## src/rtl/hs_arb_pkg.sv

```systemverilog
// hs_arb_pkg
// Shared types and sizing helpers for the hiscore RAM arbiter.
//   arb_state_t  : arbiter FSM state encoding
//   pad_cycles() : effective pause pad length (never below one cycle)
//   pad_width()  : width of the pad down-counter
//   hold_width() : width of the hold down-counter, clog2(HS_HOLD_MAX+1)
package hs_arb_pkg;

    typedef enum logic [1:0] {
        ST_IDLE  = 2'd0,
        ST_PRE   = 2'd1,
        ST_GRANT = 2'd2,
        ST_POST  = 2'd3
    } arb_state_t;

    function automatic int pad_cycles(input int pad);
        return (pad < 1) ? 1 : pad;
    endfunction

    function automatic int pad_width(input int pad);
        return $clog2(pad_cycles(pad) + 1);
    endfunction

    function automatic int hold_width(input int hold_max);
        return $clog2(hold_max + 1);
    endfunction

endpackage

```

## src/rtl/hs_arb_timer.sv

```systemverilog
// hs_arb_timer
// Saturating down-counter used for the pause pads and the grant hold limit.
//   clk_memory : clock
//   reset_sw   : synchronous active-high reset, clears the count
//   load       : load load_val (takes priority over en)
//   load_val   : value loaded, i.e. remaining cycles minus one
//   en         : decrement by one, holds at zero
//   done       : count is zero
module hs_arb_timer #(
    parameter int W = 4
) (
    input  logic         clk_memory,
    input  logic         reset_sw,
    input  logic         load,
    input  logic [W-1:0] load_val,
    input  logic         en,
    output logic         done
);

    logic [W-1:0] count;

    always_ff @(posedge clk_memory) begin
        if (reset_sw) begin
            count <= '0;
        end else if (load) begin
            count <= load_val;
        end else if (en && (count != '0)) begin
            count <= count - 1'b1;
        end
    end

    assign done = (count == '0);

endmodule

```

## src/rtl/hs_ram_arbiter.sv

```systemverilog
// hs_ram_arbiter
// Shares one game RAM port between the core CPU and the hiscore engine.
// The core is paused for a pad period before and after every hiscore
// access window; a window is forcibly closed after HS_HOLD_MAX cycles.
//   clk_memory, reset_sw           : clock, synchronous active-high reset
//   hs_req / hs_grant              : hiscore request / ownership
//   hs_address, hs_write_en,
//   hs_data_in, hs_data_out        : hiscore RAM access
//   hs_rd_valid                    : read data valid HS_RD_DELAY after a read
//   core_addr, core_we, core_din,
//   core_dout                      : core CPU RAM side
//   ram_addr, ram_we, ram_din,
//   ram_dout                       : physical RAM port
//   core_pause                     : pause request to the core
//   hs_timeout                     : one-cycle pulse on forced release
//
// state    | meaning
// IDLE     | core owns the RAM, not paused
// PRE      | core paused, waiting out the leading pad
// GRANT    | hiscore engine owns the RAM
// POST     | core paused, RAM writes blocked, trailing pad
module hs_ram_arbiter
    import hs_arb_pkg::*;
#(
    parameter int HS_AW        = 16,
    parameter int HS_PAUSE_PAD = 4,
    parameter int HS_RD_DELAY  = 2,
    parameter int HS_HOLD_MAX  = 1024
) (
    input  logic             clk_memory,
    input  logic             reset_sw,
    input  logic             hs_req,
    output logic             hs_grant,
    input  logic [HS_AW-1:0] hs_address,
    input  logic             hs_write_en,
    input  logic [7:0]       hs_data_in,
    output logic [7:0]       hs_data_out,
    output logic             hs_rd_valid,
    input  logic [HS_AW-1:0] core_addr,
    input  logic             core_we,
    input  logic [7:0]       core_din,
    output logic [7:0]       core_dout,
    output logic [HS_AW-1:0] ram_addr,
    output logic             ram_we,
    output logic [7:0]       ram_din,
    input  logic [7:0]       ram_dout,
    output logic             core_pause,
    output logic             hs_timeout
);

    localparam int PAD_N = pad_cycles(HS_PAUSE_PAD);
    localparam int PW    = pad_width(HS_PAUSE_PAD);
    localparam int HW    = hold_width(HS_HOLD_MAX);

    localparam logic [PW-1:0] PAD_LOAD  = PW'(PAD_N - 1);
    localparam logic [HW-1:0] HOLD_LOAD = HW'(HS_HOLD_MAX - 1);

    arb_state_t state;

    logic pad_load, pad_en, pad_done;
    logic hold_load, hold_en, hold_done;
    logic [HS_RD_DELAY-1:0] rd_pipe;

    // Timers are loaded with (length - 1) on the edge that enters the
    // timed state, so done is seen in the last cycle of that state.
    always_comb begin
        pad_load  = 1'b0;
        pad_en    = 1'b0;
        hold_load = 1'b0;
        hold_en   = 1'b0;
        case (state)
            ST_IDLE:  pad_load = hs_req;
            ST_PRE: begin
                pad_en    = 1'b1;
                pad_load  = ~hs_req;
                hold_load = hs_req & pad_done;
            end
            ST_GRANT: begin
                hold_en  = 1'b1;
                pad_load = ~hs_req | hold_done;
            end
            ST_POST:  pad_en = 1'b1;
            default: ;
        endcase
    end

    hs_arb_timer #(.W(PW)) u_pad_timer (
        .clk_memory (clk_memory),
        .reset_sw   (reset_sw),
        .load       (pad_load),
        .load_val   (PAD_LOAD),
        .en         (pad_en),
        .done       (pad_done)
    );

    hs_arb_timer #(.W(HW)) u_hold_timer (
        .clk_memory (clk_memory),
        .reset_sw   (reset_sw),
        .load       (hold_load),
        .load_val   (HOLD_LOAD),
        .en         (hold_en),
        .done       (hold_done)
    );

    always_ff @(posedge clk_memory) begin
        if (reset_sw) begin
            state      <= ST_IDLE;
            core_pause <= 1'b0;
            hs_grant   <= 1'b0;
            hs_timeout <= 1'b0;
        end else begin
            hs_timeout <= 1'b0;
            case (state)
                ST_IDLE: begin
                    // Reached from POST only via at least one cycle here,
                    // so the core always gets a slot between windows.
                    if (hs_req) begin
                        state      <= ST_PRE;
                        core_pause <= 1'b1;
                    end
                end
                ST_PRE: begin
                    if (!hs_req) begin
                        state <= ST_POST;
                    end else if (pad_done) begin
                        state    <= ST_GRANT;
                        hs_grant <= 1'b1;
                    end
                end
                ST_GRANT: begin
                    // A voluntary release wins over a simultaneous timeout.
                    if (!hs_req) begin
                        state    <= ST_POST;
                        hs_grant <= 1'b0;
                    end else if (hold_done) begin
                        state      <= ST_POST;
                        hs_grant   <= 1'b0;
                        hs_timeout <= 1'b1;
                    end
                end
                ST_POST: begin
                    if (pad_done) begin
                        state      <= ST_IDLE;
                        core_pause <= 1'b0;
                    end
                end
                default: begin
                    state      <= ST_IDLE;
                    core_pause <= 1'b0;
                    hs_grant   <= 1'b0;
                end
            endcase
        end
    end

    always_ff @(posedge clk_memory) begin
        if (reset_sw) begin
            rd_pipe <= '0;
        end else begin
            rd_pipe[0] <= hs_grant & ~hs_write_en;
            for (int i = 1; i < HS_RD_DELAY; i++) begin
                rd_pipe[i] <= rd_pipe[i-1];
            end
        end
    end

    assign hs_rd_valid = rd_pipe[HS_RD_DELAY-1];

    assign ram_addr    = hs_grant ? hs_address  : core_addr;
    assign ram_din     = hs_grant ? hs_data_in  : core_din;
    assign ram_we      = hs_grant ? hs_write_en : (core_we & ~core_pause);
    assign core_dout   = ram_dout;
    assign hs_data_out = ram_dout;

endmodule

```

## config.mk

```make
export PLATFORM = sky130hd
export DESIGN_NAME = hs_ram_arbiter
export DESIGN_NICKNAME = d
export VERILOG_FILES = /design/src/rtl/hs_arb_pkg.sv /design/src/rtl/hs_arb_timer.sv /design/src/rtl/hs_ram_arbiter.sv
export SDC_FILE = /design/constraint.sdc
export NUM_CORES = 1
export LEC_CHECK = 0
export ABC_AREA = 1
export CORE_ASPECT_RATIO = 1.5
export CORE_MARGIN = 4
export CORE_UTILIZATION = 40
export DETAILED_ROUTE_END_ITERATION = 12
export HOLD_SLACK_MARGIN = 0.1
export PLACE_DENSITY = 0.83
export RECOVER_POWER = 25
export SYNTH_ARGS = -nofsm -noshare
export SYNTH_HDL_FRONTEND = slang
export SYNTH_SLANG_ARGS = --single-unit
```

## constraint.sdc

```tcl
create_clock -name clk_memory -period 3.2 [get_ports clk_memory]
set_input_delay 0.96 -clock clk_memory [delete_from_list [all_inputs] [get_ports clk_memory]]
set_output_delay 0.96 -clock clk_memory [all_outputs]
set_load 0.03 [all_outputs]
```

==> results of run 1 <==
[critical path, stage by stage]
cell	delay (ns)
clkdlybuf4s50_1	0.46
nand2_1	0.05
nand2_1	0.07
clkdlybuf4s50_1	0.67
[Yosys cell counts (4+ instances only)]
master    count
nand4_1       4
nor2_1       18
o21ai_0       6
nand3_1       9
buf_4        16
dfxtp_1      21
clkbuf_1      5
nand2_1     125
ha_1          8
nand3_2       5
inv_1        25
a21oi_1      19
[sequential cells by signal, summed over array words and instances (netlist names)]
name                count
u_hold_timer.count     11
u_pad_timer.count       3
rd_pipe                 2
state                   2
core_pause              1
hs_grant                1
hs_timeout              1
[final timing paths]
check	startpoint	end	slack [ns]	depth (start not counted)
max	hs_address[10]	ram_addr[10]	0.03	4
min	rd_pipe[0]	rd_pipe[1]	0.40	2
max reg2reg	state[0]	u_hold_timer.count[7]	1.38	7
min reg2reg	rd_pipe[0]	rd_pipe[1]	0.40	2
[layout make-up]
cell class | count | share of cell area
clock buffer | 4 | 0.0179
inverter | 29 | 0.0432
multi-input combinational | 214 | 0.414
sequential | 21 | 0.167
tap | 46 | 0.0228
timing repair buffer | 85 | 0.336
[where the power goes]
part	internal, mW	total (mW)	switching [mW]	leakage, nW
clock network	0.0887	0.177	0.0878	0.0228
registers	0.357	0.453	0.0954	0.171
logic	0.638	1.61	0.973	1.06
[metal layers]
metal  global-route usage  vias up  share of wire
met5                    0        -              0
met2                0.308       35           0.56
li1                     -     1012              -
met4               0.0502        0         0.0078
met3               0.0248        6          0.038
met1                0.199      821           0.39
[per-stage QoR]
| step | util | cell area, sq um | hold slack, ns | setup WS (ns) | cells |
|---|---|---|---|---|---|
| 2_1_floorplan | - | 1730 | 0.388 | 0.504 | 288 |
| 3_3_place_gp | 0.583 | 2450 | 0.398 | 0.0317 | 395 |
| 3_5_place_dp | 0.583 | 2450 | 0.394 | 0.0251 | 395 |
| 4_1_cts | 0.594 | 2500 | 0.405 | 0.0239 | 399 |
| 5_1_grt | 0.599 | 2520 | 0.466 | 0.00438 | 399 |
| 6_report | 0.599 | 2520 | 0.404 | 0.0280 | 399 |
[cells by family (layout without fill, tap and decap cells)]
family	Yosys count	count (layout)	share of synthesized area
AND/OR/NAND/NOR	171	171	0.424
buffers and inverters	53	118	0.155
adder cells (fa/ha/maj)	8	8	0.0578
flip-flops	21	21	0.243
XOR/XNOR	3	3	0.0152
AO/OA/AOI/OAI	32	32	0.106
==> flow_summary.toml, run 1 <==
[outcome]
status = "finished clean"

[clock_tree]
cts_buffers = 3
clk_latency_ns = 0.26
clockRootBuffer = "clkbuf_8"
clock_path_buffers = 2
cts.sinks = 21
cts_tree = "done"
postCtsSetupBuffers = 0
hold_buffers = 0
cts.clk_slew.worst_paths_ns = 0.08
ctsResizeCount = 0
htreeDepth = 1

[routing]
ant_nets = 0
drc_errors = 0
firstDrtPassIters = 4
viasPerCell = 4.70
wl_per_cell_um = 12.2
vias = 1874
drt_iter0_drc = 56
totalWireLength_um = 4880

[synth]
synthTopCellsByArea = "nand2_1 (27%), dfxtp_1 (24%), buf_4 (6.9%), ha_1 (5.8%), a21oi_1 (5.5%)"
ys_ff_latch = 21
ys_warn_count = 0
syn_area_sq_um = 1730
netlist.area_leader.share = 0.271
yosysSeqAreaShare = 0.243
synth_edf_count = 0
synth.distinct_cells = 30
synthCells = 288
synth_top_cell_by_area = "nand2_1"
synthFlopType = "dfxtp_1"
syn_nets = 357
synthArstFlopShare = 0
avgSynthCellArea_sq_um = 6.01

[timing]
fmax_ghz = 0.315
maxSlewViolCount = 0
period_needed_ns = 3.17
setup_tns_ns = 0
setup_violations = 0
rsz0062_at_grt = "no"
period_share = 0.991
relSlewSlack = 0.685
worstMarginPinSlew_ns = 0.467
fin_worst_skew_ns = 0.00273
finalHoldViolations = 0

[placement]
portBuffers = 81
dp_hpwl_um = 3900
gp_congestion = 0.869

[floorplanning]
dieHeight_um = 88.6
core_area_sq_um = 4210
die_area_sq_um = 5460
dieWidth_um = 61.7
rows = 29
io_pins = 106
start_util = 0.411

[finish]
final_layout_size_suffix_gt1_frac = 0.0992
nFillCells = 417
nets = 423
final_cell_mix = "nand2_1 (125), clkdlybuf4s50_1 (60), inv_1 (25), dfxtp_1 (21), a21oi_1 (19)"
regArea_sq_um = 420
final_common_cell = "nand2_1"
area_growth_pct = 45.6
antennaDiodeCount = 0
multi_input_area_sq_um = 1040

[critical_path]
critical_path_class = "in -> out"
cp-end-kind = "primary output"
crit_fanout = 1
required_ns = 2.24
crit_arrival_ns = 2.21
worstSetupStartpointType = "input port"

[global_routing]
grt_pass1_wl_um = 7270
grt-ovfl-total = 0
grt_pass1_vias = 1746
grt_use_total = 0.170
grt_max_degree = 28
antenna_found_initial = 0

[pwr]
p_per_area_nw_per_um2 = 889
power.total_mw = 2.24
leakagePower_nw = 1.25
irDropWorstVdd_uv = 569

[job]
drv_cap = 0

[worst_hold_path]
hold_path_class = "reg -> reg"
Note: power is estimated with default switching activity, not from simulation.
==> inputs of run 2 (changes only) <==
--- a/config.mk
+++ b/config.mk
@@ -9,6 +9,7 @@
 export CORE_ASPECT_RATIO = 1.5
 export CORE_MARGIN = 4
 export CORE_UTILIZATION = 40
+export CTS_CLUSTER_DIAMETER = 60
 export DETAILED_ROUTE_END_ITERATION = 12
 export HOLD_SLACK_MARGIN = 0.1
 export PLACE_DENSITY = 0.83
==> results of run 2 <==
The final DEF is identical to that of run 1; final timing and power are the same.
